`src/rtl/prog_clock_divider.sv`:
```
// prog_clock_divider: NUM_CH programmable clock dividers, all clocked by cin.
// Each channel counts enabled cin cycles from 0 up to its active divisor.
// At that terminal count it emits a one-cycle tick and toggles cout.
// New divisors are written to a per-channel shadow register through
// div_ld/div_sel/div_val. A shadow value becomes active only at the channel's
// terminal event or on sync_clr, so a running period is never cut short or
// stretched.
// Optional feature: define CLKDIV_CASCADE_EN to chain the channels into a
// prescaler. Channel k>0 then counts only in cycles where tick[k-1] is high.
// Without the macro every channel counts cin directly.

module prog_clock_divider #(
    parameter int NUM_CH  = 4,
    parameter int CNT_W   = 16,
    parameter int DEF_DIV = 60,
    parameter int SEL_W   = 2
) (
    input  logic              cin,
    input  logic              rst_n,
    input  logic              en,
    input  logic              sync_clr,
    input  logic              div_ld,
    input  logic [SEL_W-1:0]  div_sel,
    input  logic [CNT_W-1:0]  div_val,
    output logic [NUM_CH-1:0] ld_pend,
    output logic [NUM_CH-1:0] tick,
    output logic [NUM_CH-1:0] cout
);

    localparam logic [CNT_W-1:0] DEF_DIV_C = CNT_W'(DEF_DIV);

    for (genvar g = 0; g < NUM_CH; g++) begin : g_ch
        logic [CNT_W-1:0] r_cnt;     // position within the current period
        logic [CNT_W-1:0] r_active;  // terminal count in use now
        logic [CNT_W-1:0] r_shadow;  // terminal count waiting to be applied
        logic             r_pend;    // shadow holds a value not yet applied
        logic             r_tick;
        logic             r_cout;
        logic             w_event;   // this channel advances on this edge
        logic             w_term;    // this event closes the current period
        logic             w_hit;     // divisor load addressed to this channel

`ifdef CLKDIV_CASCADE_EN
        if (g == 0) begin : g_head
            assign w_event = en;
        end else begin : g_link
            // The upstream tick is registered. This channel therefore counts
            // in the cycle after each upstream terminal.
            assign w_event = en & tick[g-1];
        end
`else
        assign w_event = en;
`endif

        // Decode the terminal event and the load address for this channel.
        always_comb begin
            w_term = w_event && (r_cnt == r_active);
            w_hit  = div_ld && (int'(div_sel) == g);
        end

        // Update the counter, the divisor pair, the pending flag and the
        // registered outputs.
        // NOTE: every register here, including the divisor registers, is
        // reset. The state is a handful of flops per channel, and a known
        // divisor is required right after reset.
        always_ff @(posedge cin or negedge rst_n) begin
            if (!rst_n) begin
                r_cnt    <= '0;
                r_active <= DEF_DIV_C;
                r_shadow <= DEF_DIV_C;
                r_pend   <= 1'b0;
                r_tick   <= 1'b0;
                r_cout   <= 1'b0;
            end else begin
                // NOTE: non-blocking assignments make every read below see
                // the pre-edge value. A terminal event therefore moves the
                // old shadow to active, even when a load in the same cycle
                // overwrites the shadow.
                if (w_hit) begin
                    r_shadow <= div_val;
                end

                if (sync_clr) begin
                    r_cnt  <= '0;
                    r_tick <= 1'b0;
                    r_cout <= 1'b0;
                    if (r_pend) begin
                        r_active <= r_shadow;
                    end
                end else begin
                    r_tick <= w_term;
                    if (w_event) begin
                        r_cnt <= w_term ? '0 : r_cnt + 1'b1;
                    end
                    if (w_term) begin
                        r_cout <= ~r_cout;
                        if (r_pend) begin
                            r_active <= r_shadow;
                        end
                    end
                end

                // A load arriving in this cycle keeps the flag set for the
                // next application point.
                if (w_hit) begin
                    r_pend <= 1'b1;
                end else if (sync_clr || w_term) begin
                    r_pend <= 1'b0;
                end
            end
        end

        assign ld_pend[g] = r_pend;
        assign tick[g]    = r_tick;
        assign cout[g]    = r_cout;
    end

endmodule

```
`config.mk`:
```
export PLATFORM = sky130hd
export DESIGN_NAME = prog_clock_divider
export DESIGN_NICKNAME = d
export VERILOG_FILES = /design/src/rtl/prog_clock_divider.sv
export SDC_FILE = /design/constraint.sdc
export NUM_CORES = 1
export LEC_CHECK = 0
export CAP_MARGIN = 20
export CORE_MARGIN = 2
export CORE_UTILIZATION = 30
export CTS_BUF_LIST = sky130_fd_sc_hd__clkbuf_2 sky130_fd_sc_hd__clkbuf_4 sky130_fd_sc_hd__clkbuf_8
export DETAILED_ROUTE_END_ITERATION = 16
export PLACE_DENSITY = 0.57
export RECOVER_POWER = 100
export SLEW_MARGIN = 30
export SYNTH_ARGS = -nofsm -noshare
export SYNTH_HDL_FRONTEND = slang
export SYNTH_SLANG_ARGS = --single-unit
```
`constraint.sdc`:
```
create_clock -name cin -period 2.2 [get_ports cin]
set_clock_uncertainty 0.1 [all_clocks]
set_input_delay 0.33 -clock cin [delete_from_list [all_inputs] [get_ports cin]]
set_output_delay 0.33 -clock cin [all_outputs]
set_load 0.03 [all_outputs]
```
-- After elaboration in Yosys (flattened, before gate mapping)
Index checks and enable logic that the tools add are counted.
- register bits after elaboration: 204
- bits of input ports: 23
- output and inout port bits: 12
- logic and storage cells: 105
- add/subtract/negate cells: 4
- eq/ne operators: 7
- mux-type cells: 44
- bitwise logic cells: 4
- reductions and logical operators: 22
- operators with widths (kind ; number):
    2-to-1 mux 16 bit ; 24
    adder 16 x 1 -> 16 bit, second input constant ; 4
    == test 16 bit ; 4
    2-to-1 mux 1 bit ; 20
    nonzero test 2 bit ; 9
    logical AND 1 bit ; 8
    == test 2 bit, second input constant ; 2
    logical OR 1 bit ; 4
    NOT 1 bit ; 4
    == test 2 x 1 -> 1 bit, second input constant ; 1
    logical NOT 2 bit ; 1

-- Depth between registers and ports, before layout
Gate-level depths: netlist (run 1).
- depth in word-level cells: 5
- depth in mapped cells: 8
- mapped depth without buffers: 6

-- Worst setup path after synthesis (run 1)
No wires, ideal clock.
- path type: register to register
- from: reg g_ch[1].r_cnt[11]
- to: reg g_ch[1].r_active[10]
- library setup time: 0.128 ns
- arrival time: 1.624 ns
- data required time: 1.972 ns
- path slack: 0.348 ns
- stages on the path, launching flop included: 8
- path buffers: 2
- clock period less this slack: 1.852 ns
- cells stage by stage: dfrtp_1 -> xor2_1 -> nor4_2 -> and3_1 -> buf_4 -> buf_6 -> mux2i_1 -> nand2_1
- longest elaborated chain between the ends: 3
- RTL lines (element ; RTL line ; source):
    start: declaration ; 33 ; logic [CNT_W-1:0] r_cnt;
    start signal: assignment ; 93 ; r_cnt <= w_term ? '0 : r_cnt + 1'b1;
    == test 16 bit ; 57 ; w_term = w_event && (r_cnt == r_active);
    logical AND 1 bit ; 57 ;
    nonzero test 2 bit (no source line) ; n/a ;
    end signal: assignment ; 88 ; r_active <= r_shadow;
    end signal: assignment ; 98 ; r_active <= r_shadow;
    end: declaration ; 34 ; logic [CNT_W-1:0] r_active;
No other way between the ends.
A chain may end at the register's enable or synchronous reset.

-- Final worst setup path (run 1)
- from: reg g_ch[3].r_cnt[0]
- to: reg g_ch[3].r_cout
- longest elaborated chain between the ends: 3
- RTL lines (element ; RTL line ; source):
    start: declaration ; 33 ;
    start signal: assignment ; 93 ;
    == test 16 bit ; 57 ;
    logical AND 1 bit ; 57 ;
    nonzero test 2 bit (no source line) ; n/a ;
    end signal: assignment ; 96 ; r_cout <= ~r_cout;
    end: declaration ; 38 ; logic r_cout;
No other way between the ends.

==> results_dict.tcl, run 1 <==
set metrics [dict create \
    antenna_cells 0 \
    globalRouteMet1Util_pct 22.8 \
    place_inst 1589 \
    dieHeight_um 198 \
    synth-adder-area-share_pct 0.445 \
    i_o_pin_total 35 \
    critical_path_class "flip-flop to flip-flop" \
    cts-buffers-inserted 39 \
    grt_first_pass_wirelength_um 49300 \
    outcome "complete, no violations" \
    mappedNetlistArea_um2 11200 \
    cts-htree-levels 2 \
    placed_wire_length_estimate_um 20300 \
    number_of_warnings_issued_by_yosys 0 \
    wl_per_cell_um 18.4 \
    start_kind "flip-flop" \
    syn-mean-instance-area_um2 10.2 \
    drt_pre_antenna_iters 8 \
    synthDistinctLibCells 50 \
    setup_repair_after_global_routing_missed_its_margin "false" \
    tritoncts "yes" \
    synth.top_cell.area_share_pct 38.3 \
    port_buffers 34 \
    clk_latency_ns 0.55 \
    critPathSlowestCell "dfrtp_1" \
    use_met3_pct 2.49 \
    fillCellCount 3687 \
    routed_wirelength_um 30600 \
    clock-root-buffer "clkbuf_8" \
    drive_above_1_share_pct 20.9 \
    floorplan.initialDensity_pct 30.6 \
    final_min_period_over_clock_period_pct 95.5 \
    relSlewSlack_pct 23.5 \
    synth_top_family_by_area "simple AND/OR/NAND/NOR gates" \
    synthesized_area_fraction_occupied_by_ao_oa_aoi_and_oai_cells_pct 8.89 \
    top_usage_layer "met2" \
    timing.critical_path.to_type "flip-flop" \
    final_period_minus_worst_setup_slack_ns 2.10 \
    post_synth_mux_area_share_pct 10.8 \
    area_growth_pct 17.6 \
    cp.arrival_ns 2.43 \
    ys_top_cells_by_area "dfrtp_1 38%, dfstp_2 7.5%, mux2_2 6.4%" \
    timing.critical_path.cells "xor2_1, nor4_1, and3_1, nand2_1, mux2_1" \
    power_leakage_nw 5.02 \
    final_nets 1190 \
    setup_viol 0 \
    power.density_cell_area_nw_per_um2 731 \
    synth.yosys.seq_area_share_pct 45.8 \
    clkSlewWorstSetupHoldPaths_ns 0.06 \
    grt_use_met2_pct 24.6 \
    worst-slew-pin-transition_ns 1.15 \
    cap_viol_max_count 0 \
    vias 8845 \
    p_total_mw 9.67 \
    syn_inst 1098 \
    globalRouteOverflowTotal 0 \
    clock.fmax_ghz 0.476 \
    worstPathMaxFanout 4 \
    clockBufferDepth 3 \
    fp.coreArea_um2 36800 \
    antenna_found_initial 1 \
    synth-seq-cells 204 \
    synthesis.nets 1125 \
    first_global_vias 8672 \
    die-area_um2 39000 \
    yosys.area_share.simple_pct 19.7 \
    detail_route.drc_violations 0 \
    vdd.ir_drop.worst_mv 0.387 \
    yosys.area.top_type "dfrtp_1" \
    cts.sink_count 204 \
    initialDrtViolationCount 929 \
    track_usage_pct 16.0 \
    globalplace.congestion 0.790 \
    die-width_um 198 \
    drv_slew 0 \
    grt_max_degree 56 \
    worstHoldPathType "input pin to flip-flop" \
    critical_path.max_stage_delay_ns 0.44 \
    ant_nets 0 \
    postCtsSetupRepairBufs 0 \
    post_drt_via_cell_ratio 5.32 \
    final-instance-count-excl-fill 1662 \
    crit_required_ns 2.53 \
    synth_xor_area_share_pct 9.41 \
    hold_viol 0 \
    finalCoreUtilization_pct 36.0 \
    rows 70 \
]
logic make-up after synthesis:
family / count (synthesis)
buf+inv: 107
simple gates: 439
fa+ha+maj: 4
compound gates: 111
xor+xnor: 120
mux: 113
flops: 204
report_power, final:
group          switching [mW]  internal [mW]  total [mW]
clock network            1.69           2.47        4.16
logic                   0.573          0.506        1.08
registers               0.304           4.13        4.43
placed cells by master, fill, tap and decap left out, types with 17 or more instances in the layout:
cell / synthesis / final
nor2b_1: 53 / 53
nand2_1: 128 / 128
dfstp_2: 32 / 32
clkbuf_8: 0 / 51
a222oi_1: 64 / 64
nor2_1: 96 / 92
buf_4: 20 / 41
mux2i_1: 48 / 48
xnor2_1: 46 / 46
clkdlybuf4s50_1: 0 / 24
nand4_1: 31 / 31
clkbuf_4: 0 / 17
dfrtp_1: 172 / 172
nor3_1: 63 / 63
xor2_1: 73 / 73
inv_1: 25 / 25
mux2_2: 64 / 64
worst max-delay path: cells and delay by family (launching register included):
kind | cells | cell delay [ns]
xor+xnor | 1 | 0.18
flops | 1 | 0.44
mux | 1 | 0.33
simple gates | 3 | 0.94
what timing repair did:
action | 4_1_cts | 5_1_grt
gates resized for setup | 2 | 1
endpoints found under the hold margin | 62 | 0
hold buffers | 1 | 0
cloned | 0 | 0
endpoints found under the setup margin | 2 | 1
synth_stat cells (all sizes together):
cell and count:
a21o 1, or3 5, xor2 73, buf 45, dfstp 32, and3 11, nand2 128, dfrtp 172
nor2b 53, o2111a 1, nand3 15, xnor2 47, mux2 65, a222oi 64, or2 3, o21bai 1
and2 4, nand2b 6, clkinv 4, nand4 34, clkbuf 33, a32o 4, o311ai 16, nand3b 2
and4 4, nor2 96, ha 4, nand4bb 4, nor3 63, nor4 10, a22o 1, nor3b 1
a21oi 6, o21ai 12, o211ai 2, o2111ai 3, mux2i 48, inv 25
sequential cells by signal (all words and copies together) (netlist names):
| register | flops |
|---|---|
| g_ch.r_pend | 4 |
| g_ch.r_cout | 4 |
| g_ch.r_cnt | 64 |
| g_ch.r_tick | 4 |
| g_ch.r_shadow | 64 |
| g_ch.r_active | 64 |
worst paths after layout:
check                      slack (ns)                   end                 from  depth (start not counted)
setup reg to reg                  0.1        g_ch[3].r_cout     g_ch[3].r_cnt[0]                          5
setup / recovery                  0.1        g_ch[3].r_cout     g_ch[3].r_cnt[0]                          5
min in group asynchronous        0.21      g_ch[2].r_cnt[5]                rst_n                          2
hold reg to reg                  0.44   g_ch[1].r_shadow[1]  g_ch[1].r_shadow[1]                          1
max in group asynchronous        0.40  g_ch[3].r_shadow[13]                rst_n                          3
hold / removal                   0.15        g_ch[3].r_tick             sync_clr                          3
layer usage:
| layer | part of all wire [%] | routed length, um |
|---|---|---|
| met1 | 46 | 14100 |
| met2 | 46 | 14000 |
| met3 | 5.4 | 1660 |
| met4 | 2.6 | 793 |
| met5 | 0 | 0 |
area by class of cell:
class | count | area [um2] | area share (%)
Sequential cell | 204 | 5140 | 38.9
Inverter | 29 | 109 | 0.823
Clock inverter | 6 | 70.1 | 0.530
Clock buffer | 66 | 815 | 6.16
Timing Repair Buffer | 102 | 962 | 7.28
Tap cell | 468 | 586 | 4.43
Multi-Input combinational cell | 787 | 5540 | 41.9
through the flow:
step                hold WS (ns)  setup WS (ns)  cell area, um2  TNS, ns
finish                     0.147         0.0987           13200        0
floorplan                -0.0656          0.348           11200        0
detailed placement         0.195        -0.0243           12400   -0.149
global route               0.135        0.00415           13200        0
CTS                        0.112         0.0539           13300        0
global placement           0.193        -0.0115           12400  -0.0548
No activity file was read; power rests on OpenSTA's default activity.
==> inputs of run 2 (changes only) <==
--- a/config.mk
+++ b/config.mk
@@ -7,10 +7,10 @@
 export LEC_CHECK = 0
 export CAP_MARGIN = 20
 export CORE_MARGIN = 2
-export CORE_UTILIZATION = 30
+export CORE_UTILIZATION = 45
 export CTS_BUF_LIST = sky130_fd_sc_hd__clkbuf_2 sky130_fd_sc_hd__clkbuf_4 sky130_fd_sc_hd__clkbuf_8
 export DETAILED_ROUTE_END_ITERATION = 16
-export PLACE_DENSITY = 0.57
+export PLACE_DENSITY = 0.73
 export RECOVER_POWER = 100
 export SLEW_MARGIN = 30
 export SYNTH_ARGS = -nofsm -noshare
==> run 2 against run 1 <==
  * Power down 5.4%
  * Sequential cell count unchanged
  * Maximum frequency up 1.2%
  * Sequential power about the same
  * Combinational power about the same
  * Sequential share of layout area up 0.96 points
  * Core utilization up 17 points
==> results_dict.tcl, run 2 (synthesis results as in run 1) <==
set metrics [dict create \
    outcome "complete, no violations" \
    vdd.ir_drop.worst_mv 0.385 \
    cts.sink_count 204 \
    floorplan.initialDensity_pct 46.1 \
    setup_ws_ns 0.123 \
    globalplace.congestion 0.877 \
    p_total_mw 9.15 \
    cts-buffers-inserted 36 \
    critical_path.max_stage_delay_ns 0.70 \
    worst_hold_path.endpoint "g_ch[1].r_cout" \
    clock.fmax_ghz 0.481 \
    hold_viol 0 \
    drv_slew 0 \
    routed_wirelength_um 29300 \
    dieHeight_um 162 \
    die-area_um2 26300 \
    timing.critical_path.to_type "output port" \
    globalRouteOverflowTotal 0 \
    final_period_minus_worst_setup_slack_ns 2.08 \
    grt_first_pass_wirelength_um 47600 \
    ant_nets 0 \
    timing.critical_path.cells "clkdlybuf4s50_1" \
    whs_ns 0.155 \
    setup_viol 0 \
    crit-reg2reg-launch "g_ch[2].r_cnt[0]" \
    power_leakage_nw 4.93 \
    placed_wire_length_estimate_um 19300 \
    critical_path_class "flip-flop to output port" \
    wl_per_cell_um 19.4 \
    ff2ff_setup_slack_ns 0.14 \
    clk_latency_ns 0.54 \
    post_drt_via_cell_ratio 5.90 \
    die-width_um 162 \
    clkSlewWorstSetupHoldPaths_ns 0.06 \
    critical_path.startpoint "g_ch[0].r_pend" \
    tritoncts "yes" \
    fp.coreArea_um2 24400 \
    area_growth_pct 14.8 \
    grt_max_degree 56 \
    largest_registers "g_ch.r_active: 64 flops, g_ch.r_cnt: 64 flops, g_ch.r_shadow: 64 flops" \
    drt_pre_antenna_iters 6 \
    power.density_cell_area_nw_per_um2 709 \
    antenna_found_initial 0 \
    detail_route.drc_violations 0 \
    first_global_vias 8952 \
    port_buffers 34 \
    clock-root-buffer "clkbuf_8" \
    final_nets 1184 \
    crit_required_ns 1.77 \
    initialDrtViolationCount 1050 \
    rows 57 \
    cts-htree-levels 2 \
    setup_repair_after_global_routing_missed_its_margin "false" \
    antenna_cells 0 \
    cpLargestDelayFamily "buffers and inverters" \
    timing.hold.worst.start "sync_clr" \
    cp.arrival_ns 1.65 \
    commonest_cells_after_routing_fill_and_taps_aside "172 x dfrtp_1, 128 x nand2_1, 92 x nor2_1" \
    track_usage_pct 22.5 \
    postCtsSetupRepairBufs 0 \
    dp_worst_setup_slack_ns -0.0126 \
    clockBufferDepth 3 \
    layout_commonest_cell "dfrtp_1" \
    final_min_period_over_clock_period_pct 94.4 \
    critPathBufInv 1 \
    cap_viol_max_count 0 \
    worstPathMaxFanout 3 \
    relSlewSlack_pct 29.7 \
    worst_r2r_endpoint "g_ch[2].r_cnt[1]" \
    worst-slew-pin-transition_ns 1.06 \
    i_o_pin_total 35 \
    drive_above_1_share_pct 20.9 \
    worstHoldPathType "input pin to flip-flop" \
    worstHoldPathCells 3 \
    start_kind "flip-flop" \
    vias 8897 \
    critPathSlowestCell "clkdlybuf4s50_1" \
    r2r_cells 5 \
]
run 2: changes by cell type in the layout (fill, tap and decap cells not counted), sizes merged, moves of 2 or more:
cell           previous run  this run
dlygate4sd3               7         3
clkdlybuf4s50            24        28
clkbuf                   81        70
buf                      54        58
inv                      27        25
run 2: worst max path at each step:
stage / end / cells past startpoint
after floorplan: g_ch[1].r_active[10] / 7
after global placement: g_ch[1].r_active[15] / 6
after detailed placement: g_ch[3].r_cnt[15] / 8
after CTS: ld_pend[1] / 1
after global routing: g_ch[3].r_active[10] / 6
final: ld_pend[0] / 1
run 2: power by group:
group	switching (mW)	total, mW	leakage (nW)	internal [mW]
Combinational	0.574	1.08	2.14	0.510
Clock	1.58	3.64	0.398	2.06
Sequential	0.300	4.43	2.40	4.13
run 2: final cells by class:
class	count	area, um2
Fill cell	2196	11500
Multi-Input combinational cell	787	5550
Sequential cell	204	5140
Timing Repair Buffer	99	953
Clock buffer	61	721
Tap cell	324	405
Inverter	29	109
Clock inverter	4	25.0
run 2: tightest hold or removal path: cells and delay by family:
| family | cells | cell delay (ns) |
|---|---|---|
| buffers and inverters | 2 | 0.35 |
| AOI/OAI and AO/OA | 1 | 0.06 |
run 2: through the flow:
| step | utilization (%) | setup TNS, ns | cells | area, um2 |
|---|---|---|---|---|
| after floorplan | - | 0 | 1098 | 11200 |
| final | 52.9 | 0 | 1508 | 12900 |
| after global routing | 52.9 | 0 | 1508 | 12900 |
| after detailed placement | 50.0 | -0.0126 | 1442 | 12200 |
| after global placement | 50.0 | -0.486 | 1442 | 12200 |
| after CTS | 53.1 | 0 | 1508 | 13000 |
run 2: timing repair:
| action | in CTS | in global routing |
|---|---|---|
| endpoints found under the hold margin | 50 | 0 |
| resized for setup | 1 | 3 |
| endpoints found under the setup margin | 1 | 29 |
| hold buffers | 1 | 0 |
run 2: layer usage:
metal	track usage [%]	vias up	share of wire, %
li1	-	4072	-
met1	30.9	4410	43
met2	35.7	346	47
met3	3.70	69	6.6
met4	9.13	0	3.0
met5	0	-	0
